==> config.mk <==
export PLATFORM = sky130hd
export DESIGN_NAME = pcm_tx_scheduler
export DESIGN_NICKNAME = d
export VERILOG_FILES = /design/src/rtl/pcm_pkg.sv /design/src/rtl/pcm_rr_arbiter.sv /design/src/rtl/pcm_tx_scheduler.sv
export SDC_FILE = /design/constraint.sdc
export NUM_CORES = 1
export LEC_CHECK = 0
export BUFFER_PORTS_ARGS = -buffer_cell sky130_fd_sc_hd__buf_4
export CAP_MARGIN = 20
export CORE_AREA = 3 3 142 144
export DETAILED_ROUTE_END_ITERATION = 12
export DIE_AREA = 0 0 145 147
export GPL_ROUTABILITY_DRIVEN = 0
export PLACE_DENSITY = 0.56
export SYNTH_ARGS = -nofsm -noshare
export SYNTH_HDL_FRONTEND = slang
export SYNTH_SLANG_ARGS = --single-unit
==> constraint.sdc <==
create_clock -name clk_i -period 3.2 [get_ports clk_i]
set_input_delay 0.16 -clock clk_i [delete_from_list [all_inputs] [get_ports clk_i]]
set_output_delay 0.16 -clock clk_i [all_outputs]
set_load 0.02 [all_outputs]
==> src/rtl/pcm_pkg.sv <==
// Shared types for the PCM transmitter scheduler: FSM states, profile field widths and the
// per-requester frame profile record.
package pcm_pkg;

    localparam int unsigned BAUD_W = 16;
    localparam int unsigned LEN_W  = 16;
    localparam int unsigned CODE_W = 32;
    localparam int unsigned NUM_W  = 2;
    localparam int unsigned PAT_W  = 3;

    typedef enum logic [2:0] {
        StIdle,
        StArb,
        StLoad,
        StStart,
        StWait,
        StGap
    } pcm_state_t;

    typedef struct packed {
        logic [BAUD_W-1:0] baudrate;
        logic [LEN_W-1:0]  length;
        logic [CODE_W-1:0] code;
        logic [NUM_W-1:0]  number;
        logic [PAT_W-1:0]  pattern;
        logic              edge_sel;
    } pcm_profile_t;

    // Counter/index width that never collapses to zero bits.
    function automatic int unsigned idx_w(input int unsigned n);
        return (n > 1) ? $clog2(n) : 1;
    endfunction

endpackage

==> src/rtl/pcm_rr_arbiter.sv <==
// Combinational round-robin pick: first set request at or after the pointer, wrapping to 0.
module pcm_rr_arbiter import pcm_pkg::*; #(
    parameter int unsigned N_REQ = 4,
    parameter int unsigned IDX_W = idx_w(N_REQ)
) (
    input  logic [N_REQ-1:0] req_i,
    input  logic [IDX_W-1:0] ptr_i,
    output logic [N_REQ-1:0] gnt_o,
    output logic [IDX_W-1:0] idx_o,
    output logic             valid_o
);

    int unsigned cand;

    always_comb begin
        gnt_o   = '0;
        idx_o   = '0;
        valid_o = 1'b0;
        cand    = 0;
        for (int unsigned k = 0; k < N_REQ; k++) begin
            cand = 32'(ptr_i) + k;
            if (cand >= N_REQ) begin
                cand = cand - N_REQ;
            end
            if (!valid_o && req_i[cand[IDX_W-1:0]]) begin
                valid_o                  = 1'b1;
                idx_o                    = cand[IDX_W-1:0];
                gnt_o[cand[IDX_W-1:0]]   = 1'b1;
            end
        end
    end

endmodule

==> src/rtl/pcm_tx_scheduler.sv <==
// Round-robin scheduler sharing one PCM transmitter chain between N_REQ requesters.
// Optional watchdog in WAIT is enabled by defining PCM_SCHED_WDOG_EN.
module pcm_tx_scheduler import pcm_pkg::*; #(
    parameter int unsigned N_REQ       = 4,
    parameter int unsigned GAP_CYCLES  = 16,
    parameter int unsigned WDOG_CYCLES = 2**20
) (
    input  logic                     clk_i,
    input  logic                     rst_i,
    input  logic [N_REQ-1:0]         req_i,
    input  logic [BAUD_W*N_REQ-1:0]  baudrate_i,
    input  logic [LEN_W*N_REQ-1:0]   length_i,
    input  logic [CODE_W*N_REQ-1:0]  code_i,
    input  logic [NUM_W*N_REQ-1:0]   number_i,
    input  logic [PAT_W*N_REQ-1:0]   pattern_i,
    input  logic [N_REQ-1:0]         edge_i,
    input  logic                     tx_done_i,
    output logic                     tx_start_o,
    output logic [BAUD_W-1:0]        tx_baudrate_o,
    output logic [LEN_W-1:0]         tx_length_o,
    output logic [CODE_W-1:0]        tx_code_o,
    output logic [NUM_W-1:0]         tx_number_o,
    output logic [PAT_W-1:0]         tx_pattern_o,
    output logic                     tx_edge_o,
    output logic [N_REQ-1:0]         gnt_o,
    output logic [N_REQ-1:0]         done_o,
    output logic                     busy_o,
    output logic                     err_o
);

    localparam int unsigned IdxW = idx_w(N_REQ);
    localparam int unsigned GapW = idx_w(GAP_CYCLES + 1);

    pcm_state_t       state_q, state_d;
    logic [IdxW-1:0]  ptr_q, ptr_d, win_q, win_d, next_ptr;
    logic [N_REQ-1:0] gnt_q, gnt_d, done_q, done_d;
    logic [GapW-1:0]  gap_q, gap_d;
    pcm_profile_t     prof_q, prof_d, sel_prof;
    logic [N_REQ-1:0] arb_gnt;
    logic [IdxW-1:0]  arb_idx;
    logic             arb_valid;
    logic             frame_end;

    pcm_rr_arbiter #(
        .N_REQ (N_REQ),
        .IDX_W (IdxW)
    ) u_arbiter (
        .req_i   (req_i),
        .ptr_i   (ptr_q),
        .gnt_o   (arb_gnt),
        .idx_o   (arb_idx),
        .valid_o (arb_valid)
    );

    always_comb begin
        sel_prof.baudrate = baudrate_i[32'(arb_idx)*BAUD_W +: BAUD_W];
        sel_prof.length   = length_i[32'(arb_idx)*LEN_W +: LEN_W];
        sel_prof.code     = code_i[32'(arb_idx)*CODE_W +: CODE_W];
        sel_prof.number   = number_i[32'(arb_idx)*NUM_W +: NUM_W];
        sel_prof.pattern  = pattern_i[32'(arb_idx)*PAT_W +: PAT_W];
        sel_prof.edge_sel = edge_i[arb_idx];
    end

    assign next_ptr = (win_q == IdxW'(N_REQ - 1)) ? '0 : win_q + 1'b1;

`ifdef PCM_SCHED_WDOG_EN
    localparam int unsigned WdogW = idx_w(WDOG_CYCLES + 1);

    logic [WdogW-1:0] wdog_q;
    logic             err_q;
    logic             wdog_hit;

    assign wdog_hit = (state_q == StWait) && !tx_done_i &&
                      (wdog_q == WdogW'(WDOG_CYCLES - 1));

    always_ff @(posedge clk_i or posedge rst_i) begin
        if (rst_i) begin
            wdog_q <= '0;
            err_q  <= 1'b0;
        end else begin
            wdog_q <= (state_q == StWait) ? wdog_q + 1'b1 : '0;
            if (wdog_hit) begin
                err_q <= 1'b1;
            end
        end
    end

    assign frame_end = tx_done_i || wdog_hit;
    assign err_o     = err_q;
`else
    logic unused_wdog;

    assign unused_wdog = ^WDOG_CYCLES;
    assign frame_end   = tx_done_i;
    assign err_o       = 1'b0;
`endif

    always_comb begin
        state_d = state_q;
        ptr_d   = ptr_q;
        win_d   = win_q;
        gnt_d   = gnt_q;
        done_d  = '0;
        gap_d   = gap_q;
        prof_d  = prof_q;
        unique case (state_q)
            StIdle: begin
                if (|req_i) begin
                    state_d = StArb;
                end
            end
            StArb: begin
                // Profile and grant are latched here so they are valid throughout LOAD.
                if (arb_valid) begin
                    state_d = StLoad;
                    win_d   = arb_idx;
                    gnt_d   = arb_gnt;
                    prof_d  = sel_prof;
                end else begin
                    state_d = StIdle;
                end
            end
            StLoad:  state_d = StStart;
            StStart: state_d = StWait;
            StWait: begin
                if (frame_end) begin
                    done_d  = gnt_q;
                    gnt_d   = '0;
                    ptr_d   = next_ptr;
                    gap_d   = '0;
                    state_d = (GAP_CYCLES == 0) ? StIdle : StGap;
                end
            end
            StGap: begin
                if (gap_q == GapW'(GAP_CYCLES - 1)) begin
                    state_d = StIdle;
                end else begin
                    gap_d = gap_q + 1'b1;
                end
            end
            default: state_d = StIdle;
        endcase
    end

    always_ff @(posedge clk_i or posedge rst_i) begin
        if (rst_i) begin
            state_q <= StIdle;
            ptr_q   <= '0;
            win_q   <= '0;
            gnt_q   <= '0;
            done_q  <= '0;
            gap_q   <= '0;
            prof_q  <= '0;
        end else begin
            state_q <= state_d;
            ptr_q   <= ptr_d;
            win_q   <= win_d;
            gnt_q   <= gnt_d;
            done_q  <= done_d;
            gap_q   <= gap_d;
            prof_q  <= prof_d;
        end
    end

    assign tx_start_o    = (state_q == StStart);
    assign busy_o        = (state_q != StIdle);
    assign gnt_o         = gnt_q;
    assign done_o        = done_q;
    assign tx_baudrate_o = prof_q.baudrate;
    assign tx_length_o   = prof_q.length;
    assign tx_code_o     = prof_q.code;
    assign tx_number_o   = prof_q.number;
    assign tx_pattern_o  = prof_q.pattern;
    assign tx_edge_o     = prof_q.edge_sel;

endmodule
==> results.ini, run 1 <==
[synthesis]
syn_area_per_cell_um2 = 10.7
syn_nets = 834
yosysTopAreaCellShare = 0.393
synth.area.top_cells = dfrtp_1 (39%), mux2i_1 (25%), o221ai_1 (11%)
synth_cells = 536
synth_area_um2 = 5730
yosys_warnings = 0
yosysSeqAreaShare = 0.393
synth-seq-cells = 90
synth_top_area_cell = dfrtp_1
synth.distinct_cells = 45

[cells_and_area]
nNetsFinal = 1186
drive_gt1_frac = 0.465
area_growth_pct = 57.2
num_antenna_cells = 0

[critical_path]
worst_setup_path_end_kind = flip-flop
start_kind = flip-flop
worstPathRequired_ns = 3.41
cp_max_fo = 18
critPathKind = reg2reg
arrival_ns = 3.02
worst-r2r-cell-count = 10

[die]
fp.dieArea_um2 = 21300
fp-row-count = 50
die_h_um = 147
die_width_um = 145
initial_core_util = 0.304
coreArea_um2 = 18800
io_pins = 368

[clock_network]
htreeDepth = 3
cts_buffers = 9
cts_sinks = 90
clk_path_buf_depth = 2
cts_resized = 0
clk_latency_ns = 0.34
cts_tree = done
clk_pin_slew_worst_paths_ns = 0.07
clockRootBuffer = clkbuf_16

[placement]
dpl.hpwl_um = 16000
dp_slack_ns = 0.387
portBuffers = 366

[drt]
routed_wl_um = 20900
route.vias.total = 5638
wl_per_cell_um = 18.2
drt_iter0_drc = 190
drc = 0
ant_nets = 0
drt_pre_antenna_iters = 4
vias_per_cell = 4.89

[grt]
grt_use_total = 0.190
antenna_found_initial = 0
grt_pass1_wl_um = 32800
grt_max_degree = 51
grt_overflow = 0
first_global_vias = 5883

[sta]
worst_pin_slew_ns = 0.985
setup_violations = 0
hold_viol = 0
fin_crit_sh = 0.879
worst_clock_skew_ns = 0.00580
drv_slew = 0
whs_ns = 0.129
max_freq_mhz = 356
fin_ws_ns = 0.389
rsz0062_at_grt = no
setup-tns-final_ns = 0
relSlewSlack = 0.342
fin_crit_ns = 2.81

[hold_path]
hold_class = in2reg
hold_depth = 3

[run_status]
status = complete, no violations

[run]
cap_violations = 0

[power_and_ir_drop]
p_per_area_nw_per_um2 = 967
leakage_nw = 4.56
ir_drop_v = 0.000636

## flip-flops by register name (all words and copies together) (netlist names)
name	count
ptr_q	2
gap_q	5
done_o	4
tx_baudrate_o	16
gnt_o	4
tx_pattern_o	3
tx_number_o	2
win_q	2
tx_edge_o	1
tx_length_o	16
state_q	3
tx_code_o	32
## metrics by stage
step | utilization | total power, W | cell area [µm²] | cells
2_1_floorplan | - | 0.00604 | 5730 | 536
3_3_place_gp | 0.461 | 0.00763 | 8680 | 1136
3_5_place_dp | 0.461 | 0.00766 | 8680 | 1136
4_1_cts | 0.479 | 0.00885 | 9010 | 1153
5_1_grt | 0.479 | 0.00934 | 9010 | 1153
6_report | 0.479 | 0.00872 | 9010 | 1153
## power breakdown
group | total, W | switching [W] | leakage [nW] | internal (W)
registers | 0.00199 | 0.000315 | 1.13 | 0.00167
clock network | 0.00116 | 0.000453 | 0.149 | 0.000707
logic | 0.00557 | 0.00297 | 3.28 | 0.00260
## cell families (layout without fill, tap and decap cells)
kind of cell | count (synthesis) | in the layout | share of synthesized area
muxes | 151 | 151 | 0.269
and+or+nand+nor | 127 | 127 | 0.0991
AOI/OAI and AO/OA | 102 | 102 | 0.144
DFF | 90 | 90 | 0.393
buffers and inverters | 53 | 410 | 0.0694
adders and majority gates | 11 | 11 | 0.0240
other | 1 | 1 | 0.000654
xor gates and xnor gates | 1 | 1 | 0.00153
## repair_timing
item	4_1_cts	5_1_grt
hold endpoints to repair	45	0
hold buffers	1	0
buffers inserted	0	0
setup endpoints to repair	0	0
## path summary, 6_finish.rpt
check | end | startpoint | slack (ns)
setup reg to reg | tx_code_o[27] | ptr_q[0] | 0.39
max in group asynchronous | gap_q[3] | rst_i | 2.04
hold / removal | tx_code_o[15] | code_i[79] | 0.13
hold reg to reg | tx_code_o[28] | tx_code_o[28] | 0.49
min in group asynchronous | tx_length_o[0] | rst_i | 0.46
setup / recovery | tx_code_o[27] | ptr_q[0] | 0.39
## worst max-delay path, cell delays in order, from the launching register on
cell,delay (ns)
dfrtp_1,0.35
inv_2,0.08
ha_1,0.46
mux4_2,0.42
nor2b_2,0.23
o21ai_1,0.13
o41ai_4,0.13
buf_12,0.25
buf_4,0.26
mux2i_1,0.24
o221ai_1,0.14
## metal layers
metal / part of all wire / routed length, µm / GRT usage / up-vias
li1: - / - / - / 2726
met1: 0.41 / 8580 / 0.227 / 2643
met2: 0.50 / 10400 / 0.333 / 245
met3: 0.075 / 1560 / 0.0586 / 24
met4: 0.019 / 405 / 0.0561 / 0
met5: 0 / 0 / 0 / -
## layout by cell type (no fill, tap or decap), types with 4 or more instances in the layout
cell / netlist / layout
a21oi_1: 6 / 6
nand2_1: 82 / 82
o221ai_1: 70 / 70
mux2i_1: 146 / 146
nand3_1: 6 / 6
nor2_1: 11 / 11
o21ai_1: 7 / 7
a22oi_1: 4 / 4
dfrtp_1: 90 / 90
buf_4: 2 / 382
ha_1: 11 / 11
a221oi_1: 4 / 4
o21ai_0: 5 / 5
buf_12: 10 / 6
and2_1: 5 / 5
clkbuf_16: 0 / 9
## synth_stat cells, drive strengths merged
master	count
a21oi	6
a221oi	4
a22o	1
a22oi	4
a31oi	1
and2	5
and3	1
and3b	1
buf	16
clkbuf	32
conb	1
dfrtp	90
ha	11
inv	5
mux2	3
mux2i	146
mux4	2
nand2	82
nand2b	4
nand3	6
nand3b	3
nand4	1
nand4b	1
nor2	11
nor2b	1
nor3	3
nor3b	1
o21ai	12
o21bai	1
o221ai	70
o31a	1
o32ai	1
o41ai	1
or2	3
or3	2
or3b	2
xor2	1
## cell type report
cell class	instances	area (µm²)
clock inverters	4	75.1
inverters	5	21.3
clock buffers	12	246
flip-flops and latches	90	2250
multi-input cells	393	3100
repair buffers	389	3000
fillers	1829	9820
well taps	260	325
(Power assumes the default switching activity.)
==> run 2, diff against run 1 <==
- BUFFER_PORTS_ARGS: -buffer_cell sky130_fd_sc_hd__buf_4 -> unset
- DONT_BUFFER_PORTS: unset -> 1
- PLACE_DENSITY: 0.56 -> 0.39
==> run 2 against run 1 <==
Hold slack got worse by 0.10 ns. Power shrank 14%. Sequential power grew 34%. Non-clock buffer count is 375 lower. Global-route usage down 2.8 points. Via count decreased by 22%. Sequential share of layout area up 12 points. Worst setup slack lost 0.16 ns. Fmax fell by 5.3%. Register-to-register slack got worse by 0.16 ns. Combinational power shrank 33%. Largest cell class unchanged. Highest routed layer unchanged.
==> results.ini, run 2 (synthesis gave the netlist of run 1 again) <==
[drt]
ant_nets = 0  ; unchanged
wl_per_cell_um = 23.4  ; +29%
vias_per_cell = 5.66  ; +16%
drt_iter0_drc = 220  ; +16%
drc = 0  ; unchanged
routed_wl_um = 18200  ; -13%
drt_pre_antenna_iters = 6  ; +2
route.vias.total = 4402  ; -22%

[cells_and_area]
num_antenna_cells = 0  ; unchanged
largest_reg_flops = 32  ; unchanged
nFillCells = 1880  ; +2.8%
utilization = 0.326  ; -0.152
final_common_cell = mux2i_1
nNetsFinal = 811  ; -32%
final_cell_mix = mux2i_1 (146), dfrtp_1 (90), nand2_1 (82)
drive_gt1_frac = 0.0811  ; -0.384
area_growth_pct = 7.16
layout.cells.non_filler = 778  ; -33%

[hold_path]
hold_depth = 2  ; -1
hold_class = in2reg

[die]
coreArea_um2 = 18800  ; unchanged
fp-row-count = 50  ; unchanged
fp.dieArea_um2 = 21300  ; unchanged
die_width_um = 145  ; unchanged
io_pins = 368  ; unchanged
die_h_um = 147  ; unchanged
initial_core_util = 0.304  ; unchanged

[sta]
max_freq_mhz = 337  ; -5.3%
fin_crit_sh = 0.927  ; +0.0489
setup_violations = 0  ; unchanged
fin_ws_ns = 0.232  ; -0.156 ns
rsz0062_at_grt = no
setup-tns-final_ns = 0  ; unchanged
whs_ns = 0.0291  ; -0.100 ns
hold_viol = 0  ; unchanged
worst_pin_slew_ns = 0.954  ; -0.0310 ns
worst_clock_skew_ns = 0.00673  ; +0.000932 ns
drv_slew = 0  ; unchanged
fin_crit_ns = 2.97  ; +0.156 ns
relSlewSlack = 0.364  ; +0.0221

[grt]
antenna_found_initial = 0  ; unchanged
grt_overflow = 0  ; unchanged
first_global_vias = 4507  ; -23%
grt_pass1_wl_um = 27300  ; -17%
grt_max_degree = 81  ; +59%
grt_use_total = 0.163  ; -0.0279

[critical_path]
critPathKind = reg2reg
arrival_ns = 3.17  ; +0.15 ns
worstPathRequired_ns = 3.40  ; about the same
start_kind = flip-flop
cp_max_fo = 80  ; +62
worst-r2r-cell-count = 8  ; -2
worst_setup_path_end_kind = flip-flop

[placement]
dpl.cell_count = 761  ; -33%
portBuffers = 0  ; -100%
dpl.hpwl_um = 13700  ; -15%
dp_slack_ns = 0.237  ; -0.150 ns

[power_and_ir_drop]
leakage_nw = 2.72  ; -40%
ir_drop_v = 0.000627  ; -1.4%
p_per_area_nw_per_um2 = 1230  ; +27%

[clock_network]
htreeDepth = 3  ; unchanged
cts_buffers = 9  ; unchanged
cts_resized = 0  ; unchanged
cts_sinks = 90  ; unchanged
clk_path_buf_depth = 2  ; unchanged
clk_pin_slew_worst_paths_ns = 0.07  ; about the same
cts_tree = done
clockRootBuffer = clkbuf_16
clk_latency_ns = 0.35  ; about the same

[run]
cap_violations = 0  ; unchanged

[run_status]
status = complete, no violations

-- run 2: cell type report --
cell class,count,area (µm²),area share
clock inverter,5,62.6,0.0102
inverter,5,21.3,0.00346
clock buffer,11,253,0.0411
sequential,90,2250,0.367
timing repair buffer,14,133,0.0216
tap,260,325,0.0530
multi-input combinational,393,3100,0.504
-- run 2: report_power, final --
part | switching [W] | internal (W)
registers | 0.00100 | 0.00167
clock network | 0.000475 | 0.000651
logic | 0.00207 | 0.00167
-- run 2: timing repair --
action | in CTS | in global routing
hold buffers | 1 | 0
buffers inserted | 0 | 0
endpoints found under the hold margin | 71 | 0
-- run 2: final timing paths --
path	start	to	slack, ns
max	ptr_q[1]	tx_code_o[25]	0.23
min	code_i[80]	tx_code_o[16]	0.03
max in group asynchronous	rst_i	tx_code_o[27]	1.82
min reg2reg	win_q[1]	win_q[1]	0.51
min in group asynchronous	rst_i	tx_baudrate_o[15]	0.49
max reg2reg	ptr_q[1]	tx_code_o[25]	0.23
-- run 2: metal layers --
| metal | part of all wire | track usage | up-vias |
|---|---|---|---|
| met5 | 0 | 0 | - |
| met4 | 0.032 | 0.0689 | 0 |
| met3 | 0.081 | 0.0416 | 31 |
| met2 | 0.52 | 0.293 | 265 |
| met1 | 0.37 | 0.183 | 2133 |
| li1 | - | - | 1973 |
-- run 2: stage by stage --
| step | power (W) | area, µm² |
|---|---|---|
| floorplan | 0.00604 | 5730 |
| global placement | 0.00642 | 5820 |
| detailed placement | 0.00649 | 5820 |
| CTS | 0.00765 | 6140 |
| global route | 0.00809 | 6140 |
| finish | 0.00754 | 6140 |
-- run 2: critical path, stage by stage (launching register included) --
cell	delay, ns
dfrtp_1	0.49
inv_1	0.10
ha_1	0.35
nor3_1	0.07
o31a_1	0.32
o41ai_4	0.48
buf_12	0.44
mux2i_1	0.33
o221ai_1	0.15
==> run 3, diff against run 2 <==
--- a/config.mk
+++ b/config.mk
@@ -8,5 +8,6 @@
 export CAP_MARGIN = 20
-export CORE_AREA = 3 3 142 144
+export CORE_AREA = 3 3 143 145
+export CTS_BUF_LIST = sky130_fd_sc_hd__clkbuf_2 sky130_fd_sc_hd__clkbuf_4 sky130_fd_sc_hd__clkbuf_8
 export DETAILED_ROUTE_END_ITERATION = 12
-export DIE_AREA = 0 0 145 147
+export DIE_AREA = 0 0 146 148
 export DONT_BUFFER_PORTS = 1
==> constraint.sdc (replaced) <==
create_clock -name clk_i -period 3.2 [get_ports clk_i]
set_input_delay 0.48 -clock clk_i [delete_from_list [all_inputs] [get_ports clk_i]]
set_output_delay 0.48 -clock clk_i [all_outputs]
set_load 0.02 [all_outputs]
==> run 3 against run 2 <==
Die area grew 1.4%. Hold slack gained 0.016 ns. First-iteration DRC count shrank 4.1%.
==> results.ini, run 3 (synthesis gave the netlist of run 1 again) <==
[clock_network]
clockRootBuffer = clkbuf_8
clk_path_buf_depth = 2  ; unchanged
clk_latency_ns = 0.37  ; +0.02 ns
cts_sinks = 90  ; unchanged
cts_resized = 0  ; unchanged
clk_pin_slew_worst_paths_ns = 0.09  ; +0.02 ns
cts_setup_buffers = 0  ; unchanged
cts_tree = done
ctsHoldBuffers = 0  ; -1
htreeDepth = 3  ; unchanged
cts_buffers = 9  ; unchanged

[die]
die_width_um = 146  ; +0.69%
fp-row-count = 51  ; +2.0%
io_pins = 368  ; unchanged
initial_core_util = 0.297  ; -0.00794
die_h_um = 148  ; +0.68%
coreArea_um2 = 19300  ; +2.7%
fp.dieArea_um2 = 21600  ; +1.4%

[power_and_ir_drop]
leakage_nw = 2.68  ; -1.3%
ir_drop_v = 0.000633  ; +0.93%
p_per_area_nw_per_um2 = 1190  ; -3.2%

[critical_path]
cp_cell_sequence = buf_4, mux2i_1, nor3_1, o31a_1, o41ai_4, buf_4, buf_4, mux2i_1, o221ai_1
cp_max_fo = 16  ; -80%
start_kind = flip-flop
worst_setup_path_end_kind = flip-flop
critPathKind = reg2reg
arrival_ns = 3.07  ; -0.10 ns
worstPathRequired_ns = 3.43  ; +0.03 ns
critPathMaxStageDelay_ns = 0.42  ; -0.07 ns
crit_slowest_cell = o41ai_4
crit_top_cell = buf_4

[cells_and_area]
utilization = 0.312  ; -0.0137
final_cell_mix = mux2i_1 (146), dfrtp_1 (90), nand2_1 (82)
regArea_um2 = 2250  ; unchanged
nFillCells = 1984  ; +5.5%
num_antenna_cells = 0  ; unchanged
drive_gt1_frac = 0.0848  ; +0.00370
area_growth_pct = 5.39
nNetsFinal = 814  ; +0.37%
multi_input_area_um2 = 3100  ; unchanged
final_common_cell = mux2i_1
largest_reg_flops = 32  ; unchanged

[grt]
antenna_found_initial = 0  ; unchanged
grt_max_degree = 72  ; -11%
grt_use_total = 0.158  ; -0.00505
first_global_vias = 4372  ; -3.0%
grt_overflow = 0  ; unchanged
grt_pass1_wl_um = 26300  ; -3.7%

[sta]
relSlewSlack = 0.513  ; +0.149
fin_crit_sh = 0.888  ; -0.0392
setup_violations = 0  ; unchanged
rsz0062_at_grt = no
worst_pin_slew_ns = 0.711  ; -0.244 ns
hold_viol = 0  ; unchanged
fin_crit_ns = 2.84  ; -0.125 ns
setup-tns-final_ns = 0  ; unchanged
max_freq_mhz = 352  ; +4.4%
worst_clock_skew_ns = 0.0103  ; +0.00358 ns
drv_slew = 0  ; unchanged
whs_ns = 0.0450  ; +0.0160 ns

[hold_path]
hold_class = in2async

[drt]
ant_nets = 0  ; unchanged
vias_per_cell = 5.49  ; -2.9%
route.vias.total = 4308  ; -2.1%
drc = 0  ; unchanged
wl_per_cell_um = 23.0  ; -1.8%
drt_pre_antenna_iters = 4  ; -2
routed_wl_um = 18000  ; -1.1%
drt_iter0_drc = 211  ; -4.1%

[run]
cap_violations = 0  ; unchanged

[placement]
portBuffers = 0  ; unchanged
dpl.hpwl_um = 13700  ; +0.18%

[run_status]
status = complete, no violations

==> run 3: through the flow <==
stage	worst slack (ns)	total power (W)	cells	area, µm²
2_1_floorplan	0.303	0.00604	536	5730
3_3_place_gp	0.425	0.00649	770	5880
3_5_place_dp	0.365	0.00655	770	5880
4_1_cts	0.349	0.00729	784	6040
5_1_grt	0.158	0.00771	784	6040
6_report	0.358	0.00718	784	6040
==> run 3: worst paths after layout <==
| path | from | endpoint | slack [ns] | cells past startpoint |
|---|---|---|---|---|
| hold reg to reg | win_q[1] | win_q[1] | 0.49 | 2 |
| min in group clk_i | tx_done_i | state_q[0] | 0.32 | 2 |
| setup reg to reg | ptr_q[0] | tx_code_o[23] | 0.36 | 9 |
| setup / recovery | ptr_q[0] | tx_code_o[23] | 0.36 | 9 |
| max in group asynchronous | rst_i | tx_baudrate_o[14] | 2.45 | 2 |
| hold / removal | rst_i | tx_length_o[0] | 0.05 | 1 |
==> run 3: cell type report <==
type	count	share of cell area
Clock buffer	11	0.0240
Clock inverter	3	0.00290
Inverter	5	0.00352
Multi-Input combinational cell	393	0.513
Sequential cell	90	0.373
Tap cell	265	0.0549
Timing Repair Buffer	17	0.0294
==> run 3: report_power, final <==
group	internal (W)	total [W]	leakage, nW	switching (W)
clock network	0.000302	0.000716	0.0845	0.000414
logic	0.00173	0.00380	1.47	0.00207
registers	0.00166	0.00266	1.13	0.00100
total	0.00370	0.00718	2.68	0.00348
==> run 3: worst max-delay path, delay by kind of cell (launching register included) <==
family	cells	cell delay, ns
AO/OA/AOI/OAI	3	0.86
buffers and inverters	3	0.73
flip-flops	1	0.36
multiplexers	2	0.66
AND/OR/NAND/NOR	1	0.08
==> run 3: routing by layer <==
layer / vias to the layer above / GRT usage / wire [µm]
met3: 13 / 0.0420 / 1380
li1: 1980 / - / -
met5: - / 0 / 0
met1: 2078 / 0.179 / 6880
met2: 237 / 0.290 / 9560
met4: 0 / 0.0484 / 226
